<file path="src/rtl/fifo_ptr_pkg.sv">
// Shared helpers for Gray-coded FIFO pointer crossings, used by both the
// launching (encode) side and the receiving (decode) side.
package fifo_ptr_pkg;

  localparam int unsigned DEF_SIZE        = 8;
  localparam int unsigned DEF_SYNC_STAGES = 2;
  localparam int unsigned PTR_MAX_W       = 32;

  // Operates at the widest supported width; narrower pointers are zero-extended,
  // which leaves the decoded low bits unchanged.
  function automatic logic [PTR_MAX_W-1:0] gray2bin(input logic [PTR_MAX_W-1:0] g);
    logic [PTR_MAX_W-1:0] b;
    b = g;
    for (int i = PTR_MAX_W - 2; i >= 0; i--) begin
      b[i] = b[i+1] ^ g[i];
    end
    return b;
  endfunction

  function automatic logic [PTR_MAX_W-1:0] bin2gray(input logic [PTR_MAX_W-1:0] b);
    return b ^ (b >> 1);
  endfunction

  function automatic int unsigned popcount(input logic [PTR_MAX_W-1:0] v);
    int unsigned cnt;
    cnt = 0;
    for (int i = 0; i < PTR_MAX_W; i++) begin
      cnt += 32'(v[i]);
    end
    return cnt;
  endfunction

endpackage

</file>
<file path="src/rtl/gray_ptr_sync_rx_gray_to_bin.sv">
// Combinational Gray-to-binary decoder: each binary bit is the XOR of all
// Gray bits at or above its position.
module gray_to_bin
  import fifo_ptr_pkg::*;
#(
  parameter int unsigned SIZE = DEF_SIZE
) (
  input  logic [SIZE-1:0] i_gray,
  output logic [SIZE-1:0] o_bin
);

  for (genvar i = 0; i < SIZE; i++) begin : g_bit
    assign o_bin[i] = ^i_gray[SIZE-1:i];
  end

endmodule

</file>
<file path="src/rtl/gray_ptr_sync_rx.sv">
// Receive side of a Gray pointer crossing: synchronize, decode, and derive
// fill level, empty/full and integrity flags against the local pointer.
module gray_ptr_sync_rx
  import fifo_ptr_pkg::*;
#(
  parameter int unsigned SIZE        = DEF_SIZE,
  parameter int unsigned SYNC_STAGES = DEF_SYNC_STAGES
) (
  input  logic            i_clk,
  input  logic            i_rst_n,
  input  logic [SIZE-1:0] i_gray_in,
  input  logic [SIZE-1:0] i_local_bin,
  output logic [SIZE-1:0] o_bin_out,
  output logic            o_bin_valid,
  output logic            o_ptr_changed,
  output logic [SIZE-1:0] o_level,
  output logic            o_empty,
  output logic            o_full,
  output logic            o_gray_err,
  output logic            o_level_err
);

  localparam int unsigned CNT_MAX = SYNC_STAGES + 1;
  localparam int unsigned CNT_W   = $clog2(CNT_MAX + 1);
  localparam logic [SIZE-1:0] HALF = {1'b1, {(SIZE-1){1'b0}}};

  logic [SYNC_STAGES-1:0][SIZE-1:0] r_sync;
  logic [SIZE-1:0]                  r_prev;
  logic [CNT_W-1:0]                 r_fill;
  logic [SIZE-1:0]                  r_bin;
  logic [SIZE-1:0]                  r_level;
  logic                             r_empty;
  logic                             r_full;
  logic                             r_level_err;
  logic                             r_ptr_changed;
  logic                             r_gray_err;

  logic [SIZE-1:0] w_sync_q;
  logic [SIZE-1:0] w_bin;
  logic [SIZE-1:0] w_level;
  logic            w_valid;
  logic            w_multi_bit;

  assign w_sync_q = r_sync[SYNC_STAGES-1];

  gray_to_bin #(
    .SIZE (SIZE)
  ) u_gray_to_bin (
    .i_gray (w_sync_q),
    .o_bin  (w_bin)
  );

  // Unsigned subtraction wraps naturally; the MSB separates full from empty.
  assign w_level     = w_bin - i_local_bin;
  assign w_valid     = (r_fill == CNT_W'(CNT_MAX));
  assign w_multi_bit = popcount(PTR_MAX_W'(w_sync_q ^ r_prev)) > 1;

  always_ff @(posedge i_clk) begin
    if (!i_rst_n) begin
      r_sync        <= '0;
      r_prev        <= '0;
      r_fill        <= '0;
      r_bin         <= '0;
      r_level       <= '0;
      r_empty       <= 1'b1;
      r_full        <= 1'b0;
      r_level_err   <= 1'b0;
      r_ptr_changed <= 1'b0;
      r_gray_err    <= 1'b0;
    end else begin
      r_sync        <= {r_sync[SYNC_STAGES-2:0], i_gray_in};
      r_prev        <= w_sync_q;
      if (!w_valid) begin
        r_fill <= r_fill + 1'b1;
      end
      r_bin         <= w_bin;
      r_level       <= w_level;
      r_empty       <= (w_level == '0);
      r_full        <= (w_level == HALF);
      r_level_err   <= (w_level > HALF);
      // Change/error pulses stay quiet until the pipeline holds real samples.
      r_ptr_changed <= w_valid && (w_bin != r_bin);
      r_gray_err    <= w_valid && w_multi_bit;
    end
  end

  assign o_bin_out     = r_bin;
  assign o_bin_valid   = w_valid;
  assign o_ptr_changed = r_ptr_changed;
  assign o_level       = r_level;
  assign o_empty       = r_empty;
  assign o_full        = r_full;
  assign o_gray_err    = r_gray_err;
  assign o_level_err   = r_level_err;

endmodule

</file>
<file path="config.mk">
export PLATFORM = sky130hd
export DESIGN_NAME = gray_ptr_sync_rx
export DESIGN_NICKNAME = d
export VERILOG_FILES = /design/src/rtl/fifo_ptr_pkg.sv /design/src/rtl/gray_ptr_sync_rx_gray_to_bin.sv /design/src/rtl/gray_ptr_sync_rx.sv
export SDC_FILE = /design/constraint.sdc
export NUM_CORES = 1
export LEC_CHECK = 0
export ABC_AREA = 0
export CAP_MARGIN = 20
export CELL_PAD_IN_SITES_DETAIL_PLACEMENT = 2
export CELL_PAD_IN_SITES_GLOBAL_PLACEMENT = 2
export CORE_ASPECT_RATIO = 1.75
export CORE_UTILIZATION = 33
export CTS_CLUSTER_SIZE = 30
export DETAILED_ROUTE_END_ITERATION = 10
export PLACE_DENSITY = 0.86
export SYNTH_ARGS = -nofsm -noshare
export SYNTH_HDL_FRONTEND = slang
export SYNTH_HIERARCHICAL = 1
export SYNTH_SLANG_ARGS = --single-unit
</file>
<file path="constraint.sdc">
create_clock -name i_clk -period 3.6 [get_ports i_clk]
set_input_delay 0.72 -clock i_clk [delete_from_list [all_inputs] [get_ports i_clk]]
set_output_delay 0.72 -clock i_clk [all_outputs]
set_load 0.005 [all_outputs]
</file>
---- Word-level counts from Yosys, hierarchy flattened ----
Index checks and enable logic that the tools add are counted.
word-level totals
  register bits after elaboration ......... 47
  output and inout bits ................... 22
operators by class
  add/sub/neg operators ................... 33
  order comparisons ....................... 2
  eq/ne operators ......................... 3
  bitwise logic cells ..................... 1
  reductions and logical operators ........ 10
operators by type and width
  kind                                                                               number
  31-bit by 1-bit adder with 32-bit output (second input constant)                   1
  32-bit by 1-bit greater-than comparator with 1-bit output (second input constant)  1
  30-bit by 1-bit adder with 31-bit output (second input constant)                   1
  29-bit by 1-bit adder with 30-bit output (second input constant)                   1
  28-bit by 1-bit adder with 29-bit output (second input constant)                   1
  27-bit by 1-bit adder with 28-bit output (second input constant)                   1
  26-bit by 1-bit adder with 27-bit output (second input constant)                   1
  25-bit by 1-bit adder with 26-bit output (second input constant)                   1
  24-bit by 1-bit adder with 25-bit output (second input constant)                   1
  23-bit by 1-bit adder with 24-bit output (second input constant)                   1
  22-bit by 1-bit adder with 23-bit output (second input constant)                   1
  21-bit by 1-bit adder with 22-bit output (second input constant)                   1
  20-bit by 1-bit adder with 21-bit output (second input constant)                   1
  19-bit by 1-bit adder with 20-bit output (second input constant)                   1
  18-bit by 1-bit adder with 19-bit output (second input constant)                   1
  17-bit by 1-bit adder with 18-bit output (second input constant)                   1
  16-bit by 1-bit adder with 17-bit output (second input constant)                   1
  15-bit by 1-bit adder with 16-bit output (second input constant)                   1
  14-bit by 1-bit adder with 15-bit output (second input constant)                   1
  13-bit by 1-bit adder with 14-bit output (second input constant)                   1
  12-bit by 1-bit adder with 13-bit output (second input constant)                   1
  11-bit by 1-bit adder with 12-bit output (second input constant)                   1
  10-bit by 1-bit adder with 11-bit output (second input constant)                   1
  9-bit by 1-bit adder with 10-bit output (second input constant)                    1
  other kinds (24)                                                                   25

---- Longest topological paths before layout ----
  depth in word-level cells ............... 34
  gate-level depth with buffers ........... 12

---- Cells and area by module ----
Netlist, hierarchy kept.
by module, submodules not included
  module            times used  cells an instance  area each (um^2)  sequential area each (um^2)
  gray_ptr_sync_rx  1           185                1968.1            940.9
  gray_to_bin       1           10                 125.1             0.0

---- Least setup slack after synthesis ----
Ideal clock, no wire load.
  path type ............................... reg-to-reg
  start point ............................. register r_sync, in the netlist w_sync_q[7]
  end point ............................... register r_level_err (netlist: o_level_err)
  library setup time ...................... 0.115 ns
  data arrival time ....................... 3.109 ns
  data required time ...................... 3.485 ns
  path slack .............................. 0.375 ns
  cell stages (with the launch flop) ...... 12
  path buffers ............................ 0
  path through ............................ dfxtp_1 -> xor3_2 -> xnor3_2 -> xnor2_2 -> inv_1 -> ha_1 -> fa_1 -> nor2b_1 -> o21ai_0 -> a311oi_2 -> o2111ai_1 -> and3_1
between the ends
  cells in the longest elaborated chain, start to end .. 3
RTL lines
  what                           line                                text
  start, declared                gray_ptr_sync_rx.sv:27              logic [SYNC_STAGES-1:0][SIZE-1:0] r_sync;
  start signal, assigned         gray_ptr_sync_rx.sv:71              r_sync <= {r_sync[SYNC_STAGES-2:0], i_gray_in};
  3-bit parity                   gray_ptr_sync_rx_gray_to_bin.sv:13  assign o_bin[i] = ^i_gray[SIZE-1:i];
  via w_bin[5]                   gray_ptr_sync_rx.sv:39              logic [SIZE-1:0] w_bin;
  8-bit subtractor               gray_ptr_sync_rx.sv:54              assign w_level = w_bin - i_local_bin;
  8-bit greater-than comparator  gray_ptr_sync_rx.sv:80              r_level_err <= (w_level > HALF);
  end signal, assigned           gray_ptr_sync_rx.sv:80
  end, declared                  gray_ptr_sync_rx.sv:34              logic r_level_err;
The timed path passes the listed nets, and every way through them passes these cells.
A chain may end at the register's enable or synchronous reset.

---- Worst setup path after layout ----
  start point ............................. register r_prev[1]
  end point ............................... register r_gray_err (netlist: o_gray_err)
between the ends
  cells in the longest elaborated chain, start to end .. 34
RTL lines
  what                                                       line                    text
  start, declared                                            gray_ptr_sync_rx.sv:28  logic [SIZE-1:0] r_prev;
  start signal, assigned                                     gray_ptr_sync_rx.sv:72  r_prev <= w_sync_q;
  8-bit XOR                                                  gray_ptr_sync_rx.sv:56  assign w_multi_bit = popcount(PTR_MAX_W'(w_sync_q ^ r_prev)) > 1;
  1-bit by 1-bit adder with 2-bit output                     fifo_ptr_pkg.sv:28      cnt += 32'(v[i]);
  2-bit by 1-bit adder with 3-bit output                     fifo_ptr_pkg.sv:28
  3-bit by 1-bit adder with 4-bit output                     fifo_ptr_pkg.sv:28
  4-bit by 1-bit adder with 5-bit output                     fifo_ptr_pkg.sv:28
  5-bit by 1-bit adder with 6-bit output                     fifo_ptr_pkg.sv:28
  6-bit by 1-bit adder with 7-bit output                     fifo_ptr_pkg.sv:28
  7-bit by 1-bit adder with 8-bit output                     fifo_ptr_pkg.sv:28
  [18 not listed]                                            n/a
  26-bit by 1-bit adder with 27-bit output                   fifo_ptr_pkg.sv:28
  27-bit by 1-bit adder with 28-bit output                   fifo_ptr_pkg.sv:28
  28-bit by 1-bit adder with 29-bit output                   fifo_ptr_pkg.sv:28
  29-bit by 1-bit adder with 30-bit output                   fifo_ptr_pkg.sv:28
  30-bit by 1-bit adder with 31-bit output                   fifo_ptr_pkg.sv:28
  31-bit by 1-bit adder with 32-bit output                   fifo_ptr_pkg.sv:28
  32-bit by 1-bit greater-than comparator with 1-bit output  gray_ptr_sync_rx.sv:56
  1-bit logical AND                                          gray_ptr_sync_rx.sv:83  r_gray_err <= w_valid && w_multi_bit;
  end signal, assigned                                       gray_ptr_sync_rx.sv:83
  end, declared                                              gray_ptr_sync_rx.sv:36  logic r_gray_err;
No other way between the ends.

==> reports/results.txt <==
Highest-count cells in the layout ignoring fill and taps = dfxtp_1, clkdlybuf4s50_1, and2_1
Die ar. = 0.00668 sq mm
Routed wl met3 = 127 microns
Synth warn = 6
Vias in the first global route = 1,734
Critical path's largest stage delay = 0.56 ns
Critical path's top delay family = adder cells
Worst-Margin Slew = 0.557 ns
Area occupied by multi-input gates = 0.00109 sq mm
Remaining DRCs = 0
EDFF count, synth = 0
Cells after DPL = 318
GR Overflow Total = 0
Final period util = 96.1%
Crit start category = flop
Die height = 107 microns
Hold WC Path Type = flop to flop
Top cell type by total area after synthesis = dfxtp_1
Routed vias = 1,488
Max Cap Viol = 0
Final TNS setup = 0 ns
Final setup fails = 0
WP data arrival = 3.67 ns
Total power = 1.40 mW
Register area share after synthesis = 44.9%
Nets = 279
Finished Layout Cells = 326
Post-synth cell types = 37
Cts-stage hold buffer count = 0
PD cells = 509 mW/mm^2
CTS H-tree lvls = 2
Core area = 0.00618 sq mm
Metal2 WL = 3070 microns
Yosys top cell area share = 44.9%
FF/Latch Area = 945 sq um
Leak Pwr = 1.24 nW
Num CTS Buffers = 5
Max layer used = met4
Clock slew at reported path FFs = 0.09 ns
Wl on met1 = 1970 microns
CP most frequent cell = fa_1
Row Count = 38
Synthesized cell area = 0.00209 sq mm
Setup Skew = 0.00970 ns
Crit-path cells = xor2_2 -> fa_1 -> fa_1 -> inv_1 -> fa_1 -> inv_1 -> ha_1 -> inv_1 -> fa_1 -> a211oi_2 -> mux2_2 -> a21oi_1
Fin area = 0.00276 sq mm
I/O pins = 40
Dpl hpwl = 3950 microns
Largest net degree at the start of global routing = 22
CP Class = flop to flop
Slowest-stage cell, CP = fa_1
Post-route ant nets = 0
I/O Buffers = 39
Final count of hold timing violations = 0
Status = completed
Worst-Skew Late Latency = 0.31 ns
Achievable frequency = 0.289 GHz
Clk sink count = 47
CTS tree = yes
Syn Area/Cell = 10.7 sq um
Initial antenna violation count = 0
First-pass GRT wire length = 8720 microns
Horiz. Die Dim = 62.2 microns
Root Driver = clkbuf_8
Drt first pass iters = 4
Starting Density = 33.9%
Crit path buffers/inverters = 3
Post-layout util = 44.6%
FILL cells = 657
Drt initial violations = 19
DR vias/cell = 4.56
Top cells by area, synth = dfxtp_1, and2_1, xor2_1
Worst slew margin = 62.8%
Layout cells sized above 1 = 12.6%
Worst Path Required = 3.81 ns
Synth Instances = 195
Total Wirelength = 5280 microns
Maximum clock path buffer count = 2
CP max FO = 2
Min Tclk post-route = 3.46 ns
Post-synth ARST share = 0%
Total Routing Usage GR = 17.5%
Setup slack, reg-to-reg = 0.14 ns
Commonest non-fill, non-tap cell in the layout = dfxtp_1
Antenna diode count = 0
Final max-slew violation count = 0
Register bit count reported by yosys = 47
Crit end category = flop
GP Congestion = 0.782
Syn_nets = 229
Worst vdd rail ir drop = 0.283 mV
Area grow syn2layout = 31.7%
DR WL/cell = 16.2 microns
DP Area = 0.00263 sq mm
Main synth FF type = dfxtp_1
[per-layer routing]
layer | vias up | track usage (%)
li1 | 722 | -
met1 | 727 | 17.5
met2 | 32 | 34.5
met3 | 7 | 2.97
met4 | 0 | 7.64
met5 | - | 0
[synth_stat cells (2+ instances only)]
| cell type | count |
|---|---|
| a21oi_1 | 2 |
| and2_1 | 31 |
| clkbuf_1 | 4 |
| dfxtp_1 | 47 |
| fa_1 | 5 |
| ha_1 | 11 |
| inv_1 | 15 |
| mux2_2 | 2 |
| nand2_1 | 2 |
| nor2_1 | 11 |
| nor2b_1 | 3 |
| nor3_1 | 3 |
| nor3b_1 | 2 |
| nor4_1 | 2 |
| o21a_1 | 3 |
| o21ai_0 | 3 |
| or2_1 | 2 |
| xnor2_1 | 7 |
| xor2_1 | 22 |
[flip-flops by register name, indices dropped and copies added (netlist names)]
| name | count |
|---|---|
| r_sync | 8 |
| r_prev | 8 |
| r_fill | 2 |
| o_full | 1 |
| o_level_err | 1 |
| o_ptr_changed | 1 |
| o_bin_out | 8 |
| o_level | 8 |
| w_sync_q | 8 |
| o_empty | 1 |
| o_gray_err | 1 |
[cells by family (layout without fill, tap and decap cells)]
group           count (synthesis)  in the layout  share of synthesized area, %
flops                          47             47                          44.9
xor+xnor                       32             32                          15.2
mux                             3              3                          1.55
compound gates                 18             18                          6.93
buf+inv                        20             71                          3.77
fa+ha+maj                      16             16                          11.4
simple gates                   59             59                          16.2
[power by group]
part           internal [mW]  switching [mW]
clock                  0.175           0.188
sequential             0.573          0.0264
combinational          0.233           0.209
total                  0.981           0.423
[path summary, 6_finish.rpt]
check,start,endpoint,depth (start not counted)
max,r_prev[1],o_gray_err,12
min reg2reg,r_sync[0],w_sync_q[0],1
max reg2reg,r_prev[1],o_gray_err,12
min,r_sync[0],w_sync_q[0],1
[final cells by class]
| class | count | area share [%] |
|---|---|---|
| Multi-Input combinational cell | 128 | 39.7 |
| Sequential cell | 47 | 34.3 |
| Inverter | 15 | 2.04 |
| Timing Repair Buffer | 48 | 16.6 |
| Clock buffer | 7 | 3.50 |
| Tap cell | 80 | 3.63 |
| Clock inverter | 1 | 0.272 |
[repair_timing]
action,CTS,global route
setup endpoints to repair,1,1
resized for setup,1,5
buffers inserted,0,0
[per-stage QoR]
step / hold WS (ns) / setup slack [ns]
floorplan: 0.412 / 0.375
global placement: 0.414 / 0.228
detailed placement: 0.429 / 0.0720
CTS: 0.450 / 0.0618
global route: 0.479 / -0.0319
finish: 0.444 / 0.142
(Power assumes the default switching activity.)
